`src/rtl/slot_reel_controller.sv`:
```
// Three-reel slot machine sequencer: start/stop button handling, tick-driven
// reel advance, result scoring and a timed result hold before returning to idle.
module slot_reel_controller #(
  parameter int unsigned NUM_SYMBOLS       = 10,
  parameter int unsigned SYM_W             = 4,
  parameter int unsigned RESULT_HOLD_TICKS = 8
) (
  input  logic             i_clock,
  input  logic             i_reset,
  input  logic             i_tick,
  input  logic             i_start,
  input  logic             i_stop,
  output logic [SYM_W-1:0] o_reel0,
  output logic [SYM_W-1:0] o_reel1,
  output logic [SYM_W-1:0] o_reel2,
  output logic [2:0]       o_spinning,
  output logic [2:0]       o_state,
  output logic [1:0]       o_win,
  output logic             o_result_valid
);

  localparam int unsigned SUM_W  = SYM_W + 1;
  localparam int unsigned HOLD_W = 8;

  typedef enum logic [2:0] {
    S_IDLE   = 3'd0,
    S_SPIN   = 3'd1,
    S_STOP1  = 3'd2,
    S_STOP2  = 3'd3,
    S_RESULT = 3'd4
  } state_e;

  state_e            state_q, state_d;
  logic [SYM_W-1:0]  reel0_q, reel0_d;
  logic [SYM_W-1:0]  reel1_q, reel1_d;
  logic [SYM_W-1:0]  reel2_q, reel2_d;
  logic [1:0]        win_q, win_d;
  logic [HOLD_W-1:0] hold_q, hold_d;
  logic              tick_q, start_q, stop_q;
  logic              tick_ev, start_ev, stop_ev;

  // Modular add computed one bit wider so the sum cannot wrap before the compare.
  function automatic logic [SYM_W-1:0] reel_add(input logic [SYM_W-1:0] r,
                                                input logic [SUM_W-1:0] inc);
    logic [SUM_W-1:0] sum;
    sum = {1'b0, r} + inc;
    if (sum >= SUM_W'(NUM_SYMBOLS)) begin
      sum = sum - SUM_W'(NUM_SYMBOLS);
    end
    return sum[SYM_W-1:0];
  endfunction

  function automatic logic [1:0] score(input logic [SYM_W-1:0] r0,
                                       input logic [SYM_W-1:0] r1,
                                       input logic [SYM_W-1:0] r2);
    if (r0 == r1 && r1 == r2) begin
      return 2'b10;
    end else if (r0 == r1 || r1 == r2 || r0 == r2) begin
      return 2'b01;
    end
    return 2'b00;
  endfunction

  assign tick_ev  = i_tick  & ~tick_q;
  assign start_ev = i_start & ~start_q;
  assign stop_ev  = i_stop  & ~stop_q;

  always_comb begin
    o_spinning = 3'b000;
    case (state_q)
      S_SPIN:  o_spinning = 3'b111;
      S_STOP1: o_spinning = 3'b110;
      S_STOP2: o_spinning = 3'b100;
      default: o_spinning = 3'b000;
    endcase
  end

  assign o_result_valid = (state_q == S_RESULT);
  assign o_state        = 3'(state_q);
  assign o_reel0        = reel0_q;
  assign o_reel1        = reel1_q;
  assign o_reel2        = reel2_q;
  assign o_win          = win_q;

  // A reel being stopped on this edge keeps its pre-tick value.
  always_comb begin
    state_d = state_q;
    reel0_d = reel0_q;
    reel1_d = reel1_q;
    reel2_d = reel2_q;
    win_d   = win_q;
    hold_d  = hold_q;

    if (tick_ev && o_spinning[0] && !(stop_ev && state_q == S_SPIN)) begin
      reel0_d = reel_add(reel0_q, SUM_W'(1));
    end
    if (tick_ev && o_spinning[1] && !(stop_ev && state_q == S_STOP1)) begin
      reel1_d = reel_add(reel1_q, SUM_W'(3));
    end
    if (tick_ev && o_spinning[2] && !(stop_ev && state_q == S_STOP2)) begin
      reel2_d = reel_add(reel2_q, SUM_W'(7));
    end

    case (state_q)
      S_IDLE: begin
        if (start_ev) begin
          state_d = S_SPIN;
          win_d   = 2'b00;
        end
      end
      S_SPIN: begin
        if (stop_ev) state_d = S_STOP1;
      end
      S_STOP1: begin
        if (stop_ev) state_d = S_STOP2;
      end
      S_STOP2: begin
        if (stop_ev) begin
          state_d = S_RESULT;
          hold_d  = '0;
          win_d   = score(reel0_q, reel1_q, reel2_q);
        end
      end
      S_RESULT: begin
        if (tick_ev) begin
          if (hold_q == HOLD_W'(RESULT_HOLD_TICKS - 1)) begin
            state_d = S_IDLE;
          end else begin
            hold_d = hold_q + HOLD_W'(1);
          end
        end
      end
      default: state_d = S_IDLE;
    endcase
  end

  always_ff @(posedge i_clock or posedge i_reset) begin
    if (i_reset) begin
      state_q <= S_IDLE;
      reel0_q <= '0;
      reel1_q <= '0;
      reel2_q <= '0;
      win_q   <= 2'b00;
      hold_q  <= '0;
      tick_q  <= 1'b0;
      start_q <= 1'b0;
      stop_q  <= 1'b0;
    end else begin
      state_q <= state_d;
      reel0_q <= reel0_d;
      reel1_q <= reel1_d;
      reel2_q <= reel2_d;
      win_q   <= win_d;
      hold_q  <= hold_d;
      tick_q  <= i_tick;
      start_q <= i_start;
      stop_q  <= i_stop;
    end
  end

endmodule

```
`config.mk`:
```
export PLATFORM = sky130hd
export DESIGN_NAME = slot_reel_controller
export DESIGN_NICKNAME = d
export VERILOG_FILES = /design/src/rtl/slot_reel_controller.sv
export SDC_FILE = /design/constraint.sdc
export NUM_CORES = 1
export LEC_CHECK = 0
export BUFFER_PORTS_ARGS = -buffer_cell sky130_fd_sc_hd__buf_4
export CORE_MARGIN = 2
export CORE_UTILIZATION = 52
export DETAILED_ROUTE_END_ITERATION = 10
export GPL_ROUTABILITY_DRIVEN = 0
export GPL_TIMING_DRIVEN = 0
export PLACE_DENSITY = 0.85
export SYNTH_ARGS = -nofsm -noshare
export SYNTH_HDL_FRONTEND = slang
export SYNTH_SLANG_ARGS = --single-unit
```
`constraint.sdc`:
```
create_clock -name i_clock -period 2.1 [get_ports i_clock]
set_input_delay 0.315 -clock i_clock [delete_from_list [all_inputs] [get_ports i_clock]]
set_output_delay 0.315 -clock i_clock [all_outputs]
set_load 0.005 [all_outputs]
```
==> reports/results.ini, run 1 <==
[clock_network]
cts-htree-levels=1
numCtsBuffers=3
clk_pin_slew_ns=0.14
tritoncts=done
clockBufferDepth=2
clock-sinks=28
clock_latency_ns=0.33
clock-root-buffer=clkbuf_4

[job]
cap_violations=0

[sta]
max_slew_margin_pct=29.9
rsz0062_at_grt=no
finalSetupTns_ns=0
drv_slew=0
hold_violations=0
min_period_over_period_pct=94.5
fmaxAchievable_mhz=504
worst_slew_pin_slew_ns=1.05
finalClockSkew_ns=0.00109
min_period_ns=1.99
setup_violations=0

[worst_setup_path]
worst-r2r-cell-count=10
path_class=flip-flop to flip-flop
cp.required_ns=2.36
worstPathMaxFanout=6
regToRegSetupSlack_ns=0.11
startpoint=o_reel1[0]
cp-endpoint=o_reel1[2]
crit_arrival_ns=2.25
cp_cell_sequence=buf_4 > inv_2 > ha_4 > xor2_1 > ha_2 > or3_1 > o211ai_1 > a2bb2oi_2 > o32a_1 > o21ai_0
setup.worst_path.end_class=flip-flop
max_stage_delay_ns=0.38
crit_slowest_cell=dfrtp_1
r2r-end=o_reel1[2]
crit_path_start_kind=flip-flop
worstReg2RegStart=o_reel1[0]

[placed_design]
placed_cells=280
hpwl_um=2740
post_dp_cell_area_um2=2150
port_buffers=25

[global_routing]
grt_start_max_net_pins=29
globalRouteOverflowTotal=0
grtUsageTotal_pct=19.9
grt_util_met1_pct=27.8
busiest_layer=met2
use_met3_pct=1.04
gr-usage-met2_pct=33.2
grt_pass1_vias=1483
grt_pass1_wl_um=6560
grt_antenna_before_repair=0

[synth]
yosysWarnings=0
synth_simple_gate_area_share_pct=20.0
synth_compound_area_share_pct=17.0
synth-main-ff-cell=dfrtp_1
synth_top_family_by_area=simple AND/OR/NAND/NOR gates
synth-adder-area-share_pct=6.59
async_flop_share_pct=100
synthMuxAreaShare_pct=0.593
yosysUniqueCellTypes=48
synth_cells=209
synth-seq-cells=28
synth_area_um2=1900
synthXorXnorAreaFrac_pct=13.4
syn_avg_cell_area_um2=9.09
synth_edf_count=0
ys_seq_area_share_pct=36.9
syn-num-nets=224

[worst_hold_path]
hp-class=input port to flip-flop

[cells_and_area]
seq_area_um2=704
multi_input_area_um2=1130
layout-drive-gt1-share_pct=26.2
area_growth_pct=19.2
final_area_um2=2260
n_antenna_cell=0
fillers=287
finish.net_count=261
instances_no_fill=290

[floorplan]
die_w_um=64.4
rows=21
io_pins=26
die_y_um=64.4
core_region_area_um2=3420
start_util_pct=55.6
dieArea_um2=4150

[power]
power.density_nw_per_um2=1450
total_power_mw=3.28
peakVddDrop_mv=0.832
leakagePower_nw=1.00

[drt]
antenna_left=0
vias_per_cell=5.58
routed_wl_um=3810
first_pass_iters=4
drc_errors=0
vias=1617
wl_per_cell_um=13.1
drt_iter0_drc=96

[status]
outcome=completed

-- per-stage QoR --
stage	util, %	hold slack (ns)	setup WS (ns)
2_1_floorplan	-	0.346	0.0230
4_1_cts	64.7	0.0885	0.00728
5_1_grt	66.3	0.0753	0.00867
6_report	66.3	0.0885	0.114
3_3_place_gp	62.8	0.434	-0.165
3_5_place_dp	62.8	0.435	-0.208
-- power breakdown --
| part | switching [mW] | leakage, nW | internal [mW] |
|---|---|---|---|
| Combinational | 1.05 | 0.643 | 1.13 |
| Sequential | 0.173 | 0.348 | 0.697 |
| Clock | 0.157 | 0.0138 | 0.0675 |
-- synth_stat cells, drive strengths merged (2+ instances only) --
cell     count  area (µm²)
o41ai        2        17.5
nor4         2        12.5
clkbuf       6        22.5
nor2        18        70.1
or2          2        12.5
dfrtp       28         701
a21oi        9        45.0
a21boi       2        15.0
or3          3        23.8
inv         11        41.3
a22o         2        17.5
nand3        7        35.0
ha          10         125
nor2b        6        37.5
o21ai       18        93.8
nor3b        2        26.3
nand2       18        70.1
xnor2       13         114
o211ai       2        15.0
nand2b       4        25.0
buf          6        41.3
nor3         4        20.0
xor2        16         140
a2bb2oi      2        17.5
-- per-layer routing --
metal / share of wire, % / vias up
li1: - / 787
met1: 48 / 802
met2: 48 / 23
met3: 2.4 / 5
met4: 1.5 / 0
met5: 0 / -
-- kinds of logic after synthesis --
| kind of cell | after synthesis |
|---|---|
| AND/OR/NAND/NOR | 72 |
| AO/OA/AOI/OAI | 46 |
| XOR/XNOR | 29 |
| flip-flops | 28 |
| buffers and inverters | 23 |
| adder cells (fa/ha/maj) | 10 |
| multiplexers | 1 |
-- critical path: cells and delay by family (launching register included) --
kind	cells	cell delay (ns)
AO/OA/AOI/OAI	4	0.52
AND/OR/NAND/NOR	1	0.30
buffers and inverters	2	0.22
XOR/XNOR	1	0.14
flip-flops	1	0.38
adder cells (fa/ha/maj)	2	0.35
-- flip-flops by register name, indices dropped and copies added (netlist names) --
name / cells
o_reel1: 4
hold_q: 8
tick_q: 1
o_reel0: 4
o_state: 3
o_reel2: 4
o_win: 2
start_q: 1
stop_q: 1
-- cells in the final DEF, fill, tap and decap left out, drive strengths merged, types with 2 or more instances in the layout --
master	Yosys	layout
o211ai	2	2
nor4	2	2
or2	2	2
xor2	16	16
ha	10	10
or3	3	3
o41ai	2	2
a21oi	9	9
inv	11	11
a2bb2oi	2	2
xnor2	13	13
nand2b	4	4
a21boi	2	2
nor3	4	4
o21ai	18	18
dfrtp	28	28
clkbuf	6	8
nor3b	2	2
nor2b	6	6
nand3	7	7
buf	6	39
a22o	2	2
nand2	18	18
nor2	18	18
-- layout make-up --
type / instances / area share (%)
Buffer: 12 / 2.98
Clock buffer: 3 / 0.994
Inverter: 11 / 1.82
Multi-Input combinational cell: 158 / 49.9
Sequential cell: 28 / 31.1
Tap cell: 46 / 2.54
Timing Repair Buffer: 32 / 10.6
-- worst min-delay path by stage --
stage                    to  cells past startpoint  slack, ns     from
CTS                 start_q                      1       0.09  i_start
global placement    start_q                      1       0.43  i_start
floorplan           start_q                      0       0.35  i_start
global route         stop_q                      1       0.08   i_stop
finish              start_q                      1       0.09  i_start
detailed placement  start_q                      1       0.44  i_start
-- what timing repair did --
action,4_1_cts,5_1_grt
setup endpoints to repair,2,5
hold buffers,0,0
gates cloned,0,0
pin swaps,1,3
gates resized for setup,6,11
buffers inserted,2,5
No activity file was read; power rests on OpenSTA's default activity.
==> run 2, diff against run 1 <==
- RECOVER_POWER: default -> 100
- TNS_END_PERCENT: default -> 50
==> run 2 against run 1 <==
  * Sequential cell count stayed put
  * First-iteration DRC count is 2.1% higher
  * Clock skew is 0.0047 ns higher
  * Clock-buffer cell count stayed put
  * Hold slack better by 0.021 ns
  * Clock power hardly changed
  * Cell area is 1.9% lower
  * Combinational power is 2% lower
  * Wire length is 0.42% lower
  * Global-route usage stayed put
  * Largest power group unchanged
==> reports/results.ini, run 2 (synthesized netlist as in run 1, its figures left out) <==
[placed_design]
port_buffers=25
hpwl_um=2740
preCtsSetupSlack_ns=-0.208
post_dp_cell_area_um2=2150

[sta]
hold_violations=0
setup_violations=0
worst_slack_ns=0.118
max_slew_margin_pct=29.7
drv_slew=0
min_period_over_period_pct=94.4
rsz0062_at_grt=no
fmaxAchievable_mhz=505
finalClockSkew_ns=0.00581
finalSetupTns_ns=0
min_period_ns=1.98
worst_slew_pin_slew_ns=1.05

[worst_setup_path]
path_delay_family=compound AO/OA/AOI/OAI gates
startpoint=o_reel1[0]
cp_cell_sequence=buf_4 > inv_2 > ha_4 > xor2_1 > ha_2 > or3_1 > o211ai_1 > a2bb2oi_2 > o32a_1 > o21ai_0
cp.required_ns=2.36
r2r-end=o_reel1[2]
max_stage_delay_ns=0.37
crit_arrival_ns=2.25
path_class=flip-flop to flip-flop
regToRegSetupSlack_ns=0.12
crit_path_start_kind=flip-flop
crit_slowest_cell=dfrtp_1
worst-r2r-cell-count=10
worstReg2RegStart=o_reel1[0]
worstPathMaxFanout=6
setup.worst_path.end_class=flip-flop
worst-path-buf-inv=2

[clock_network]
clock_latency_ns=0.33
clock-sinks=28
clockBufferDepth=2
tritoncts=done
cts-htree-levels=1
numCtsBuffers=3
clk_pin_slew_ns=0.15
clock-root-buffer=clkbuf_4
hold_buffers=0

[power]
power.density_nw_per_um2=1450
peakVddDrop_mv=0.835
leakagePower_nw=0.987

[status]
outcome=completed

[cells_and_area]
largest_register_ffs=8
final_cell_mix=25 x dfrtp_1, 22 x clkbuf_4, 18 x nand2_1, 18 x nor2_1, 16 x xor2_1
largest_register=hold_q
n_antenna_cell=0
layout-drive-gt1-share_pct=23.0
final_common_cell=dfrtp_1
finish.net_count=260
area_growth_pct=17.0
final_area_um2=2220
fillers=294

[drt]
vias_per_cell=5.53
routed_wl_um=3800
drt_iter0_drc=98
wl_per_cell_um=13.1
drc_errors=0
first_pass_iters=4
antenna_left=0
vias=1599

[worst_hold_path]
whs_path_depth=1
min_from=i_tick
hp-class=input port to flip-flop
holdPathEnd=tick_q

[floorplan]
start_util_pct=55.6
io_pins=26
core_region_area_um2=3420
rows=21
dieArea_um2=4150
die_w_um=64.4
die_y_um=64.4

[global_routing]
grt_antenna_before_repair=0
globalRouteOverflowTotal=0
grt_pass1_vias=1483
grtUsageTotal_pct=19.9
grt_pass1_wl_um=6560
grt_start_max_net_pins=29

[job]
cap_violations=0

run 2: cell type report:
| cell class | instances | area, µm² | share of cell area (%) |
|---|---|---|---|
| flip-flops and latches | 28 | 704 | 31.7 |
| repair buffers | 31 | 229 | 10.3 |
| inverters | 11 | 41.3 | 1.86 |
| multi-input cells | 158 | 1100 | 49.5 |
| plain buffers | 12 | 67.6 | 3.04 |
| well taps | 46 | 57.6 | 2.59 |
| clock buffers | 3 | 22.5 | 1.01 |
run 2: worst max-delay path by stage:
stage / to / cells after the start
final: o_reel1[2] / 10
after global routing: o_reel1[1] / 10
after CTS: o_reel1[2] / 10
after detailed placement: o_reel1[2] / 10
after global placement: o_reel1[2] / 10
after floorplan: o_reel1[2] / 10
run 2: per-stage QoR:
step / std cells / total power, mW / hold WS, ns / util, %
after CTS: 285 / 3.16 / 0.0885 / 64.7
after global placement: 280 / 2.75 / 0.434 / 62.8
after global routing: 289 / 3.54 / 0.100 / 65.1
final: 289 / 3.23 / 0.110 / 65.1
after floorplan: 209 / 2.27 / 0.346 / -
after detailed placement: 280 / 2.83 / 0.435 / 62.8
run 2: power by group:
group          switching (mW)  internal, mW
logic                    1.04          1.10
registers               0.172         0.697
clock network           0.156        0.0674
run 2: per-layer routing:
metal / vias to the layer above / track usage, % / part of all wire (%)
li1: 785 / - / -
met1: 779 / 27.8 / 49
met2: 30 / 33.2 / 46
met3: 5 / 1.04 / 2.7
met4: 0 / 7.18 / 1.5
met5: - / 0 / 0
run 2: timing repair:
item | in CTS | in global routing
resized for setup | 6 | 11
endpoints found under the hold margin | 0 | 0
setup buffers | 2 | 4
pin swaps | 1 | 3
endpoints found under the setup margin | 2 | 5
run 2: worst register-to-register path: stages, from the launching register on:
cell and delay, ns:
dfrtp_1 0.37, buf_4 0.17, inv_2 0.06, ha_4 0.15, xor2_1 0.14, ha_2 0.20, or3_1 0.30, o211ai_1 0.11
a2bb2oi_2 0.10, o32a_1 0.17, o21ai_0 0.14
